===== src/rtl/fetch_stage.sv =====
`default_nettype none
// ============================================================================
// Module      : fetch_stage
// Description : Instruction fetch stage sitting directly downstream of the
//               program counter. Issues in-order read requests to instruction
//               memory over a req/gnt/rvalid interface, buffers returned words
//               (tagged with their PC) in a small in-order queue and hands them
//               to decode with a valid/ready handshake. Holds the PC through
//               stall_o whenever the current PC cannot be requested, and
//               discards in-flight/buffered fetches when a jump loads the PC.
// Revision    : 1.0 - initial release
// ----------------------------------------------------------------------------
// Parameters:
//   ADDR_W   PC / instruction-memory address width
//   INSTR_W  instruction word width
//   DEPTH    queue entries = max outstanding requests (power of 2, >= 2)
// Ports:
//   clk_i          in   clock
//   rst_n_i        in   synchronous active-low reset
//   pc_i           in   current PC value
//   flush_i        in   jump taken this cycle
//   stall_o        out  1 = hold PC
//   imem_req_o     out  fetch request valid
//   imem_addr_o    out  fetch address (= pc_i)
//   imem_gnt_i     in   request accepted this cycle
//   imem_rvalid_i  in   response valid (in order)
//   imem_rdata_i   in   response data
//   instr_valid_o  out  head instruction valid
//   instr_o        out  head instruction
//   instr_pc_o     out  PC of the head instruction
//   instr_ready_i  in   decode accepts the head
// Optional feature (macro FETCH_PERF_EN):
//   perf_fetched_o out  saturating count of instructions handed to decode
//   perf_stall_o   out  saturating count of stall cycles outside flushes
// ============================================================================
module fetch_stage #(
  parameter int ADDR_W  = 8,
  parameter int INSTR_W = 16,
  parameter int DEPTH   = 2
) (
  input  logic               clk_i,
  input  logic               rst_n_i,
  input  logic [ADDR_W-1:0]  pc_i,
  input  logic               flush_i,
  output logic               stall_o,
  output logic               imem_req_o,
  output logic [ADDR_W-1:0]  imem_addr_o,
  input  logic               imem_gnt_i,
  input  logic               imem_rvalid_i,
  input  logic [INSTR_W-1:0] imem_rdata_i,
  output logic               instr_valid_o,
  output logic [INSTR_W-1:0] instr_o,
  output logic [ADDR_W-1:0]  instr_pc_o,
  input  logic               instr_ready_i
`ifdef FETCH_PERF_EN
  ,
  output logic [15:0]        perf_fetched_o,
  output logic [15:0]        perf_stall_o
`endif
);

  localparam int PTR_W = $clog2(DEPTH);
  // Counters must be able to hold the value DEPTH itself.
  localparam int CNT_W = $clog2(DEPTH + 1);
  localparam logic [CNT_W:0] DEPTH_EXT = (CNT_W + 1)'(DEPTH);

  // Queue storage
  logic [ADDR_W-1:0]  entry_pc   [DEPTH];
  logic [INSTR_W-1:0] entry_data [DEPTH];
  logic [DEPTH-1:0]   entry_filled;

  // wr_ptr: next slot to allocate; fill_ptr: oldest allocated-but-unfilled
  // slot; rd_ptr: head slot presented to decode.
  logic [PTR_W-1:0] wr_ptr;
  logic [PTR_W-1:0] fill_ptr;
  logic [PTR_W-1:0] rd_ptr;

  // used: allocated entries; pend: allocated entries still waiting for data;
  // discard: responses still owed for requests issued before a flush.
  logic [CNT_W-1:0] used;
  logic [CNT_W-1:0] pend;
  logic [CNT_W-1:0] discard;

  logic [CNT_W:0]   inflight;
  logic             room;
  logic             alloc;
  logic             fill;
  logic             drop;
  logic             pop;
  logic             rsp_owed;
  logic [CNT_W-1:0] flush_discard;

  always_comb begin
    // Old-stream responses still owed occupy capacity just like live entries,
    // so the total outstanding never exceeds DEPTH.
    inflight      = {1'b0, used} + {1'b0, discard};
    room          = (inflight < DEPTH_EXT);

    imem_req_o    = rst_n_i && !flush_i && room;
    imem_addr_o   = pc_i;
    alloc         = imem_req_o && imem_gnt_i;
    stall_o       = !alloc;

    instr_valid_o = rst_n_i && !flush_i && (used != '0) && entry_filled[rd_ptr];
    instr_o       = entry_data[rd_ptr];
    instr_pc_o    = entry_pc[rd_ptr];
    pop           = instr_valid_o && instr_ready_i;

    // Responses belong to the discarded stream first (they are in order).
    drop          = imem_rvalid_i && (discard != '0);
    fill          = imem_rvalid_i && (discard == '0) && (pend != '0);

    // On a flush every unfilled entry turns into a response to discard,
    // except one that is already arriving this very cycle. A stray rvalid
    // with nothing owed must not take the count below zero.
    rsp_owed      = (discard != '0) || (pend != '0);
    flush_discard = discard + pend - CNT_W'(imem_rvalid_i && rsp_owed);
  end

  always_ff @(posedge clk_i) begin
    if (!rst_n_i) begin
      wr_ptr       <= '0;
      fill_ptr     <= '0;
      rd_ptr       <= '0;
      used         <= '0;
      pend         <= '0;
      discard      <= '0;
      entry_filled <= '0;
      for (int i = 0; i < DEPTH; i++) begin
        entry_pc[i]   <= '0;
        entry_data[i] <= '0;
      end
    end else if (flush_i) begin
      // No allocation can happen in a flush cycle and any pop is ignored,
      // so the queue simply restarts empty.
      wr_ptr       <= '0;
      fill_ptr     <= '0;
      rd_ptr       <= '0;
      used         <= '0;
      pend         <= '0;
      entry_filled <= '0;
      discard      <= flush_discard;
    end else begin
      // alloc, fill and pop always address distinct slots: alloc targets a
      // free slot, fill an allocated unfilled one, pop a filled one.
      if (alloc) begin
        entry_pc[wr_ptr]     <= pc_i;
        entry_filled[wr_ptr] <= 1'b0;
        wr_ptr               <= wr_ptr + PTR_W'(1);
      end
      if (fill) begin
        entry_data[fill_ptr]   <= imem_rdata_i;
        entry_filled[fill_ptr] <= 1'b1;
        fill_ptr               <= fill_ptr + PTR_W'(1);
      end
      if (pop) begin
        entry_filled[rd_ptr] <= 1'b0;
        rd_ptr               <= rd_ptr + PTR_W'(1);
      end
      used    <= used + CNT_W'(alloc) - CNT_W'(pop);
      pend    <= pend + CNT_W'(alloc) - CNT_W'(fill);
      discard <= discard - CNT_W'(drop);
    end
  end

`ifdef FETCH_PERF_EN
  always_ff @(posedge clk_i) begin
    if (!rst_n_i) begin
      perf_fetched_o <= '0;
      perf_stall_o   <= '0;
    end else begin
      if (pop && (perf_fetched_o != 16'hFFFF)) begin
        perf_fetched_o <= perf_fetched_o + 16'd1;
      end
      if (stall_o && !flush_i && (perf_stall_o != 16'hFFFF)) begin
        perf_stall_o <= perf_stall_o + 16'd1;
      end
    end
  end
`endif

`ifndef SYNTHESIS
  // A response with nothing outstanding is a memory-side protocol error.
  always_ff @(posedge clk_i) begin
    if (rst_n_i) begin
      assert (!(imem_rvalid_i && (discard == '0) && (pend == '0)));
    end
  end
`endif

endmodule
`default_nettype wire

===== config.mk =====
export PLATFORM = sky130hd
export DESIGN_NAME = fetch_stage
export DESIGN_NICKNAME = d
export VERILOG_FILES = /design/src/rtl/fetch_stage.sv
export SDC_FILE = /design/constraint.sdc
export NUM_CORES = 1
export LEC_CHECK = 0
export CORE_AREA = 2 2 80 82
export DETAILED_ROUTE_END_ITERATION = 10
export DIE_AREA = 0 0 82 84
export GPL_TIMING_DRIVEN = 0
export PLACE_DENSITY_LB_ADDON = 0.05
export SYNTH_ARGS = -nofsm -noshare
export SYNTH_HDL_FRONTEND = slang
export SYNTH_SLANG_ARGS = --single-unit
export TNS_END_PERCENT = 20

===== constraint.sdc =====
create_clock -name clk_i -period 6.5 [get_ports clk_i]
set_input_delay 1.3 -clock clk_i [delete_from_list [all_inputs] [get_ports clk_i]]
set_output_delay 1.3 -clock clk_i [all_outputs]
set_load 0.02 [all_outputs]

==> summary.md, run 1 <==
| Metric | Value |
|---|---|
| Status | finished clean |
| # resized after CTS | 0 |
| Placed cell area | 3680 sq um |
| Cts hold-fix bufs | 0 |
| Number of nets with antenna violations after routing | 0 |
| Skew-Pair Late Insertion Delay | 0.33 ns |
| DRC Markers | 0 |
| Pwr Density | 234 nW/um^2 |
| MaxCap Viol Count | 0 |
| Cells after Synth | 228 |
| Final Net Count | 340 |
| Worst clock skew | 0.00434 ns |
| Worst Max-Slew Pin Slew | 1.18 ns |
| Final GP Congestion | 0.748 |
| Hold crit path type | reg -> reg |
| RR Startpoint | used[0]$_SDFF_PP0_ |
| IO Pins | 65 |
| Top-area cell type share of the netlist area | 48.8% |
| Synth Register Bits | 60 |
| Crit path launch | rst_n_i |
| Post-route cell area | 3870 sq um |
| Final Hold Viols | 0 |
| Share of cells above drive strength 1 | 20.5% |
| Compound-Gate Fraction of Synth Area | 4.15% |
| RSZ-0062 raised after global routing | false |
| Layout area overhead | 30.9% |
| # setup viols final | 0 |
| H-tree depth | 3 |
| Max-slew violation count | 0 |
| Arrival time at the worst endpoint | 3.21 ns |
| Post-route insts no fill | 384 |
| Critical Path Most Common Cell | clkdlybuf4s50_1 |
| Xor/xnor share of the synthesized area | 1.48% |
| Synth cell types | 43 |
| Clock Path Buffers | 2 |
| Req. time, crit path | 5.20 ns |
| Fraction of registers with async set/reset | 0% |
| Core ar. | 6100 sq um |
| Dpl cells | 368 |
| Hold_sp | entry_filled[0]$_SDFF_PP0_ |
| Die Footprint | 6890 sq um |
| Crit Path Category | in -> out |
| Post-synth top flop | edfxtp_1 |
| GRT Total Usage | 16.9% |
| Root Buffer | clkbuf_8 |
| YS warnings | 0 |
| Initial antenna violation count | 0 |
| CTS tree | done |
| Area leader, netlist | edfxtp_1 |
| Max Clk Rate | 222 MHz |
| Worst-path maximum fanout | 10 |
| Initial Util | 48.5% |
| Vias in the first global route | 1842 |
| Largest cells by area after synthesis | edfxtp_1, and2_1, mux2_2 |
| EDFF count, synth | 48 |
| Post-synthesis sequential area ratio | 56.9% |
| Starting DRT DRC Count | 122 |
| VDD IR max | 137 uV |
| Post-Syn Area | 2960 sq um |
| Number of CTS-inserted buffers | 9 |
| Vias post-DR | 1859 |
| DR pass1 iterations | 6 |
| Mapped Avg Cell Area | 13.0 sq um |
| Die Y | 84 microns |
| Dpl hpwl | 3650 microns |
| Syn nets | 266 |
| Largest net degree at the start of global routing | 17 |
| Layout Utilization | 63.5% |
| Leakage power | 1.51 nW |
| Slowest stage delay, CP | 0.61 ns |
| Diodes inserted | 0 |
| Die Span X | 82 microns |
| Postcts setup bufs | 0 |
| Multiplexer share of the synthesized area | 9.14% |
| Startpoint types | input pin |
| Tmin final | 4.51 ns |
| Drt wl/cell | 13.2 microns |
| I/O Buffers | 63 |
| Grt total ovfl | 0 |
| Worst Setup End Kind | primary output |
| Simple-Gate Fraction of Synth Area | 20.0% |
| Fin crit share | 69.4% |
| Wire length of the first global-routing pass | 8570 microns |
| Slowest cell on the critical path | clkdlybuf4s50_1 |
| Worst path cell trace | clkdlybuf4s50_1, buf_2, and2b_1, o21ai_0, nor2_1, clkdlybuf4s50_1 |
| Largest family of logic cells by synthesized area | simple AND/OR/NAND/NOR gates |
| Post-Synth Adder-Cell Area | 3.64% |
| Worst relative slew slack | 20.8% |
| Routed wire length | 5070 microns |
| Drt via density | 4.84 |
| Sink Count | 60 |
| Std-Cell Rows | 29 |
| Setup tns final | 0 ns |
| Clk slew on worst S/H paths | 0.06 ns |
-- state kept, by name, indices dropped and copies added (netlist names), named ones only --
| name | cells |
|---|---|
| pend | 2 |
| entry_pc | 16 |
| entry_data | 32 |
| fill_ptr | 1 |
| wr_ptr | 1 |
| entry_filled | 2 |
| used | 2 |
| discard | 2 |
| rd_ptr | 1 |
-- Yosys cell counts, types with 2 or more instances --
library cell  instances
nor2_1                9
and2_1               55
dfxtp_1              12
xor2_1                2
o21ai_0               4
nor3_1                2
buf_4                10
nor4_4                2
mux2_2               24
nand2b_1              3
edfxtp_1             48
inv_1                 6
ha_1                  7
buf_2                 5
xnor2_1               3
a211oi_1              2
nand2_1               5
nor2b_1               3
nor3b_1               2
-- final cells by class --
| type | instances | area (sq um) |
|---|---|---|
| plain buffers | 17 | 115 |
| clock buffers | 10 | 128 |
| clock inverters | 6 | 55.1 |
| fillers | 513 | 2230 |
| inverters | 6 | 22.5 |
| multi-input cells | 145 | 1140 |
| flip-flops and latches | 60 | 1680 |
| well taps | 77 | 96.3 |
| repair buffers | 63 | 631 |
-- layout by cell type, fill, tap and decap left out, drive strengths merged, types with 2 or more instances in the layout --
cell / instances
nor4: 2
nand2: 5
and2: 55
nor3: 3
o21ai: 6
xor2: 2
ha: 7
or2: 2
clkbuf: 11
nor3b: 2
inv: 6
nor2: 9
buf: 16
nor2b: 3
clkdlybuf4s50: 63
nand2b: 4
xnor2: 3
dfxtp: 12
a211oi: 2
clkinv: 4
edfxtp: 48
mux2: 24
-- worst paths after layout --
kind | to | slack (ns) | cells past startpoint
setup / recovery | instr_valid_o | 1.99 | 6
hold / removal | entry_filled[0]$_SDFF_PP0_ | 0.49 | 2
setup reg to reg | entry_pc[0][5]$_SDFFCE_PN0P_ | 3.47 | 5
hold reg to reg | entry_filled[0]$_SDFF_PP0_ | 0.49 | 2
-- layer usage --
metal	global-route usage (%)	vias to the layer above	wire length, microns
li1	-	945	-
met5	0	-	0
met4	6.36	0	83
met3	5.52	8	283
met2	27.6	47	2510
met1	20.4	859	2190
-- metrics by stage --
step                      hold slack [ns]  setup slack [ns]  power (mW)
after global placement              0.475              1.96       0.605
after detailed placement            0.484              1.98       0.607
after floorplan                     0.465              2.95       0.546
final                               0.488              1.99       0.905
after global routing                0.528              1.84       0.956
after CTS                           0.490              1.96       0.915
-- critical path: cells and delay by family --
family,cells,cell delay [ns]
buffers and inverters,3,1.38
and+or+nand+nor,2,0.37
AOI/OAI and AO/OA,1,0.16
-- logic make-up (layout without fill, tap and decap cells) --
kind of cell               Yosys count  count (layout)
AOI/OAI and AO/OA                   17              17
xor gates and xnor gates             5               5
adders and majority gates            8               8
buffers and inverters               23             102
DFF                                 60              60
muxes                               24              24
and+or+nand+nor                     91              91
-- report_power, final --
part	switching (mW)	internal [mW]
sequential	0.0118	0.435
combinational	0.0737	0.0770
clock	0.135	0.173
total	0.220	0.685
Note: power is estimated with default switching activity, not from simulation.
==> inputs of run 2 (changes only) <==
clock period = 4.72 ns   (was 6.5 ns; I/O delays follow)
==> results of run 2 <==
Same layout as run 1 (identical final DEF). Status: finished clean.
Among the figures that moved: setup slack after placement 1.98 ns -> 0.909 ns; setup slack after layout 1.99 ns -> 0.924 ns; register-to-register setup slack 3.47 ns -> 1.69 ns; total power 0.905 mW -> 1.25 mW; worst IR drop on VDD 137 uV -> 189 uV
